[src/rtl/if_fetch_stage.sv]
// if_fetch_stage: RISC-V IF stage with PC register, synchronous-ROM alignment and the IF/ID pipeline register.
module if_fetch_stage #(
    parameter logic [31:0] RESET_PC  = 32'h0000_0000,
    parameter logic [31:0] NOP_INSTR = 32'h0000_0013
) (
    input  logic        clk,
    input  logic        rstn,
    input  logic        stall_IF,
    input  logic        flush_ID,
    input  logic        redirect_valid,
    input  logic [31:0] redirect_pc,
    output logic [31:0] imem_addr,
    input  logic [31:0] imem_rdata,
    output logic [31:0] PC_IF,
    output logic [31:0] if_id_pc,
    output logic [31:0] if_id_instr,
    output logic        if_id_valid,
    output logic [31:0] fetch_count,
    output logic        misalign_err
);
    typedef enum logic {BOOT, RUN} state_t;
    state_t state, state_nx;
    logic [31:0] pc_nx, id_pc_nx, id_instr_nx, count_nx, target;
    logic id_valid_nx;
    assign target = {redirect_pc[31:2], 2'b00};
    // The ROM is addressed with the PC it will hold next, so its data lines up with PC_IF one edge later.
    assign imem_addr = rstn ? pc_nx : RESET_PC;
    always_comb begin
        state_nx    = RUN;
        pc_nx       = PC_IF;
        id_pc_nx    = '0;
        id_instr_nx = NOP_INSTR;
        id_valid_nx = 1'b0;
        count_nx    = fetch_count;
        if (redirect_valid) begin
            pc_nx = target;
        end else if (state == RUN && stall_IF) begin
            if (!flush_ID) begin
                id_pc_nx    = if_id_pc;
                id_instr_nx = if_id_instr;
                id_valid_nx = if_id_valid;
            end
        end else if (state == RUN) begin
            pc_nx = PC_IF + 32'd4;
            if (!flush_ID) begin
                id_pc_nx    = PC_IF;
                id_instr_nx = imem_rdata;
                id_valid_nx = 1'b1;
                count_nx    = fetch_count + 32'd1;
            end
        end
    end
    always_ff @(posedge clk or negedge rstn) begin
        if (!rstn) begin
            state        <= BOOT;
            PC_IF        <= RESET_PC;
            if_id_pc     <= '0;
            if_id_instr  <= NOP_INSTR;
            if_id_valid  <= 1'b0;
            fetch_count  <= '0;
            misalign_err <= 1'b0;
        end else begin
            state        <= state_nx;
            PC_IF        <= pc_nx;
            if_id_pc     <= id_pc_nx;
            if_id_instr  <= id_instr_nx;
            if_id_valid  <= id_valid_nx;
            fetch_count  <= count_nx;
            misalign_err <= redirect_valid && (redirect_pc[1:0] != 2'b00);
        end
    end
endmodule

[config.mk]
export PLATFORM = sky130hd
export DESIGN_NAME = if_fetch_stage
export DESIGN_NICKNAME = d
export VERILOG_FILES = /design/src/rtl/if_fetch_stage.sv
export SDC_FILE = /design/constraint.sdc
export NUM_CORES = 1
export LEC_CHECK = 0
export CAP_MARGIN = 20
export CORE_UTILIZATION = 26
export CTS_CLUSTER_DIAMETER = 100
export DETAILED_ROUTE_END_ITERATION = 8
export GPL_TIMING_DRIVEN = 0
export RECOVER_POWER = 100
export SYNTH_ARGS = -nofsm -noshare
export SYNTH_HDL_FRONTEND = slang
export SYNTH_SLANG_ARGS = --single-unit
export TNS_END_PERCENT = 1
[constraint.sdc]
create_clock -name clk -period 3.2 [get_ports clk]
set_input_delay 0.8 -clock clk [delete_from_list [all_inputs] [get_ports clk]]
set_output_delay 0.8 -clock clk [all_outputs]
set_load 0.01 [all_outputs]
==> out/summary.txt, run 1 <==
Power Density - 483 mW/mm^2
Fin. Hold Viols - 0
Initial DRT Pass Iterations - 5
met1 Usage GRT - 26.7%
critical path arrival - 2.58 ns
n_diodes - 0
Worst-Skew Late Latency - 0.42 ns
residual DRC count - 0
CP Capture Point - imem_addr[18]
CP Cell Sequence - buf_2 > and4b_2 > nand3_4 > buf_6 > or4_4 > a311oi_2 > buf_2
most frequent cells in the layout - dfrtp_1, clkdlybuf4s50_1, dlygate4sd3_1, a22o_1
Syn Std Cell Area - 0.00616 mm^2
period utilization - 106%
static leakage - 4.29 nW
Die Width - 156 um
Max Cap Viol - 2
initial antenna violation count - 0
clk_skew - 0.0110 ns
Avg Synthesized Cell Area - 10.7 um^2
top post-synthesis cells by area - dfrtp_1, a22o_1, xnor2_1
Slew @ Worst Pin - 2.24 ns
clk root buf - clkbuf_16
Slew headroom - -49.0%
GRT met2 Usage - 30.2%
Cell variety after synth - 58
Num CTS Buffers - 17
Max FO, Critical Path - 10
Reg2Reg Depth - 5
Area growth, synth to finish - 60.2%
Synth area leader - dfrtp_1
Routed Antenna Nets - 0
CTS tree - done
# IOs - 231
Placed Cells - 1117
met3 GRT Util - 4.19%
Crit Path Class - primary input to primary output
status - finished, violations left
die area - 0.0243 mm^2
routed len/inst - 19.8 um
Yosys top cell area share - 52.0%
Post-synth EDFFs - 0
post-layout util - 43.1%
register area share after synthesis - 53.2%
Seq cells post-synth - 131
Total Nets Final - 915
Post-Layout Cell Count - 1170
Initial DRC Count - 456
CP max stage delay - 0.49 ns
maximum vdd drop - 0.000223 V
vias in the first global route - 5904
total congestion overflow - 0
CTS sink cnt - 131
hpwl dp - 16000 um
Main synth FF type - dfrtp_1
RD Place Congestion - 0.864
Initial Util - 26.9%
placement row count - 55
core outline area - 0.0229 mm^2
Max Buffers Root-to-Sink - 2
share of layout cells above drive strength 1 - 15.6%
fin crit period - 3.38 ns
WHS - 0.235 ns
Async SR Flop Fraction - 100%
failing checks - capacitance limit, slew limit, setup timing
cell mode on critical path - buf_2
Worst Hold Class - primary input to async pin
Mapped Nets - 645
clk slew on worst S/H paths - 0.06 ns
Reg2Reg Setup Slack - 0.95 ns
Ys Warns - 0
fmax - 296 MHz
setup_tns - -1.03 ns
fin worst setup slack - -0.181 ns
Syn Inst Count - 574
Final Max Slew Viols - 72
unrepaired setup endpoints after global routing - true
slowest cell on the critical path - or4_4
GR peak layer - met2
CP startpoint - stall_IF
worst path required time - 2.40 ns
final WL - 23200 um
R2R Path End - if_id_pc[11]
R2R Path Start - state
CP Launch Type - primary input
routed via count - 5957
Buffers on Ports - 229
first-pass GRT wire length - 35600 um
Final Setup Violations - 13
post-DR vias/cell - 5.09
GRT Total Usage - 19.4%
Chip Height - 156 um
crit path capture type - primary output
dpl ws - -1.28 ns
H-tree Lvls - 4
largest net degree at the start of global routing - 41
-- critical path: cells and delay by family --
family                 cells  cell delay, ns
buffers and inverters      3            0.52
AND/OR/NAND/NOR            3            0.96
AO/OA/AOI/OAI              1            0.28
-- power breakdown --
group / switching, W / internal [W]
sequential: 0.000130 / 0.00174
combinational: 0.000374 / 0.000367
clock: 0.000771 / 0.00139
total: 0.00128 / 0.00350
-- how the worst min path moves through the flow --
| stage | to | slack (ns) | cells past startpoint |
|---|---|---|---|
| 6_report | if_id_instr[27] | 0.24 | 1 |
| 5_1_grt | if_id_instr[29] | 0.24 | 1 |
| 4_1_cts | if_id_instr[30] | 0.23 | 1 |
| 3_5_place_dp | if_id_valid | 0.47 | 2 |
| 3_3_place_gp | if_id_valid | 0.46 | 2 |
| 2_1_floorplan | PC_IF[0] | 0.50 | 0 |
-- metal layers --
layer | wire (um) | part of all wire [%] | vias to the layer above
met5 | 0 | 0 | -
met4 | 339 | 1.5 | 0
met3 | 1640 | 7.1 | 31
met2 | 10900 | 47 | 268
met1 | 10300 | 44 | 2926
li1 | - | - | 2732
-- cell families after synthesis --
group / after synthesis / synth area share (%)
AOI/OAI and AO/OA: 133 / 16.6
xor gates and xnor gates: 42 / 5.97
adders and majority gates: 2 / 0.406
buffers and inverters: 48 / 3.35
DFF: 131 / 53.2
muxes: 4 / 0.650
other: 1 / 0.0608
and+or+nand+nor: 213 / 19.8
-- synthesized netlist by cell type, types with 13 or more instances --
library cell / count
dfrtp_1: 128
a22o_1: 54
nand2_1: 36
nor2_1: 35
xnor2_1: 34
nand4_1: 33
clkbuf_1: 22
nand3_1: 21
a311oi_1: 13
a31oi_1: 13
nor4_1: 13
-- what timing repair did --
item | CTS | global route
gates resized for setup | 121 | 35
pin swaps | 10 | 2
endpoints found under the setup margin | 31 | 25
cloned | 3 | 0
buffers inserted | 18 | 0
hold buffers | 0 | 0
-- flip-flops by register name (all words and copies together), names as in the netlist --
signal        count
if_id_pc         32
PC_IF            32
if_id_instr      32
state             1
misalign_err      1
fetch_count      32
if_id_valid       1
-- layout make-up --
class                   count  area (um^2)
fillers                  2210        13000
inverters                  11         42.5
clock buffers              21          480
repair buffers            251         2410
plain buffers              37          203
well taps                 313          392
flip-flops and latches    131         3300
clock inverters            11          175
multi-input cells         395         2870
-- per-stage QoR --
stage	power [W]	area, um^2
3_5_place_dp	0.00259	8880
4_1_cts	0.00484	9960
3_3_place_gp	0.00259	8850
2_1_floorplan	0.00213	6160
6_report	0.00477	9870
5_1_grt	0.00497	9870
Note: power is estimated with default switching activity, not from simulation.
==> run 2: changes to the inputs <==
--- a/config.mk
+++ b/config.mk
@@ -7,6 +7,7 @@
 export LEC_CHECK = 0
 export CAP_MARGIN = 20
 export CORE_UTILIZATION = 26
+export CTS_BUF_LIST = sky130_fd_sc_hd__clkbuf_8
 export CTS_CLUSTER_DIAMETER = 100
 export DETAILED_ROUTE_END_ITERATION = 8
 export GPL_TIMING_DRIVEN = 0
==> out/summary.txt, run 2 (synthesized netlist as in run 1, its figures left out) <==
Initial Util - 26.9% (unchanged)
clk_skew - 0.0258 ns (+0.0148 ns)
Layout fillers - 2219 (+0.41%)
sequential fraction of design power - 43.7% (+4.6 points)
Total Nets Final - 918 (+0.33%)
Power Density - 436 mW/mm^2 (-9.8%)
routed len/inst - 19.6 um (-0.90%)
total power - 0.00427 W (-11%)
Max Cap Viol - 2 (unchanged)
CP Cell Sequence - buf_2 > and4b_2 > nand3_4 > buf_6 > or4_4 > a311oi_2 > buf_2
hpwl dp - 16000 um (unchanged)
post-route cell area - 0.00978 mm^2 (-0.89%)
CP max stage delay - 0.49 ns (about the same)
dpl ws - -1.28 ns (unchanged)
Worst Hold Class - primary input to async pin
Slew @ Worst Pin - 2.26 ns (+0.0216 ns)
H-tree Lvls - 4 (unchanged)
cell internal pwr - 0.00306 W (-13%)
clk slew on worst S/H paths - 0.08 ns (+0.02 ns)
critical path arrival - 2.58 ns (about the same)
largest net degree at the start of global routing - 40 (-2.4%)
residual DRC count - 0 (unchanged)
placement row count - 55 (unchanged)
Fin. Hold Viols - 0 (unchanged)
GRT Total Usage - 19.2% (-0.25 points)
crit path capture type - primary output
failing checks - capacitance limit, slew limit, setup timing
Clk pwr share - 38.4% (-6.9 points)
Area growth, synth to finish - 58.7%
Worst-Skew Late Latency - 0.46 ns (+0.04 ns)
CP startpoint - stall_IF
final WL - 23000 um (-0.65%)
Routed Antenna Nets - 0 (unchanged)
most frequent cells in the layout - clkdlybuf4s50_1, dfrtp_1, a22o_1, nand2_1, xnor2_1
Net Sw Frac - 28.3% (+1.6 points)
initial antenna violation count - 0 (unchanged)
# IOs - 231 (unchanged)
CTS tree - done
status - finished, violations left
slowest cell on the critical path - or4_4
Max Buffers Root-to-Sink - 2 (unchanged)
Final Max Slew Viols - 72 (unchanged)
vias in the first global route - 5796 (-1.8%)
Crit Path Class - primary input to primary output
fmax - 296 MHz (about the same)
Net Sw Power - 0.00121 W (-5.2%)
Max FO, Critical Path - 10 (unchanged)
CTS sink cnt - 131 (unchanged)
post-layout util - 42.7% (-0.38 points)
maximum vdd drop - 0.000214 V (-3.9%)
total congestion overflow - 0 (unchanged)
first-pass GRT wire length - 35200 um (-0.93%)
core outline area - 0.0229 mm^2 (unchanged)
die area - 0.0243 mm^2 (unchanged)
Num CTS Buffers - 17 (unchanged)
n_diodes - 0 (unchanged)
placed cell area - 0.00888 mm^2 (unchanged)
fin crit period - 3.38 ns (-0.00274 ns)
clk root buf - clkbuf_8
Comb power frac - 17.9% (+2.4 points)
static leakage - 3.97 nW (-7.4%)
post-DR vias/cell - 5.08 (-0.21%)
unrepaired setup endpoints after global routing - true
Die Width - 156 um (unchanged)
routed via count - 5960 (+0.050%)
Initial DRC Count - 412 (-9.6%)
R2R Path Start - state
fin worst setup slack - -0.178 ns (+0.00274 ns)
Chip Height - 156 um (unchanged)
worst path required time - 2.40 ns (about the same)
Slew headroom - -50.4% (-1.4 points)
Initial DRT Pass Iterations - 5 (unchanged)
share of layout cells above drive strength 1 - 18.7% (+3.1 points)
period utilization - 106% (about the same)
CP Launch Type - primary input
cell mode on critical path - buf_2
RD Place Congestion - 0.864 (unchanged)
Buffers on Ports - 229 (unchanged)
Final Setup Violations - 10 (-3)
commonest non-fill, non-tap cell in the layout - clkdlybuf4s50_1
run 2: cell count changes in the layout (fill, tap and decap cells not counted), moves of 6 or more:
| cell | previous run | this run |
|---|---|---|
| clkbuf_1 | 23 | 17 |
| clkbuf_16 | 17 | 0 |
| clkbuf_8 | 4 | 22 |
| clkdlybuf4s50_1 | 115 | 199 |
| dfrtp_1 | 115 | 108 |
| dfrtp_2 | 13 | 20 |
| dlygate4sd3_1 | 86 | 1 |
run 2: repair_timing:
action,CTS,global route
hold buffers,0,0
buffers inserted,19,3
pin swaps,9,6
gates resized for setup,134,30
gates cloned,2,0
endpoints found under the setup margin,31,24
run 2: cell type report:
class	count	area, um^2	share of cell area, %
repair buffers	254	2450	25.1
flip-flops and latches	131	3310	33.8
plain buffers	37	211	2.16
clock buffers	21	289	2.95
inverters	11	46.3	0.473
multi-input cells	395	2910	29.8
well taps	313	392	4.00
clock inverters	11	175	1.79
run 2: power by group through the flow:
stage	logic, W	registers, W	clock network [W]
after global placement	0.000701	0.00189	0
after CTS	0.000760	0.00186	0.00169
after detailed placement	0.000706	0.00188	0
final	0.000765	0.00186	0.00164
after global routing	0.000829	0.00188	0.00176
after floorplan	0.000243	0.00188	0
run 2: path summary, 6_finish.rpt:
check / cells after the start / to / slack, ns
worst max-delay path: 7 / imem_addr[18] / -0.18
worst min-delay path: 1 / PC_IF[6] / 0.19
worst max register to register: 5 / if_id_pc[11] / 0.97
worst min register to register: 1 / fetch_count[31] / 0.48
max in group asynchronous: 2 / PC_IF[3] / 0.72
min in group clk: 1 / fetch_count[31] / 0.48
run 2: worst max-delay path: cells and delay by family:
family	cells	cell delay (ns)
simple gates	3	0.98
buf+inv	3	0.53
compound gates	1	0.27
run 2: stage by stage:
stage          cells  setup TNS (ns)  hold WS (ns)
2_1_floorplan    574               0         0.504
3_5_place_dp    1117          -46.50         0.471
3_3_place_gp    1116         -833.20         0.462
5_1_grt         1173           -2.37         0.182
6_report        1173          -0.877         0.190
4_1_cts         1170           -1.56         0.177
run 2: metal layers:
metal  global-route usage (%)  share of wire (%)  routed length (um)
met5                        0                  0                   0
met4                     5.04                1.4                 320
met3                     4.28                7.6                1740
met2                     30.0                 47               10700
met1                     26.5                 44               10200
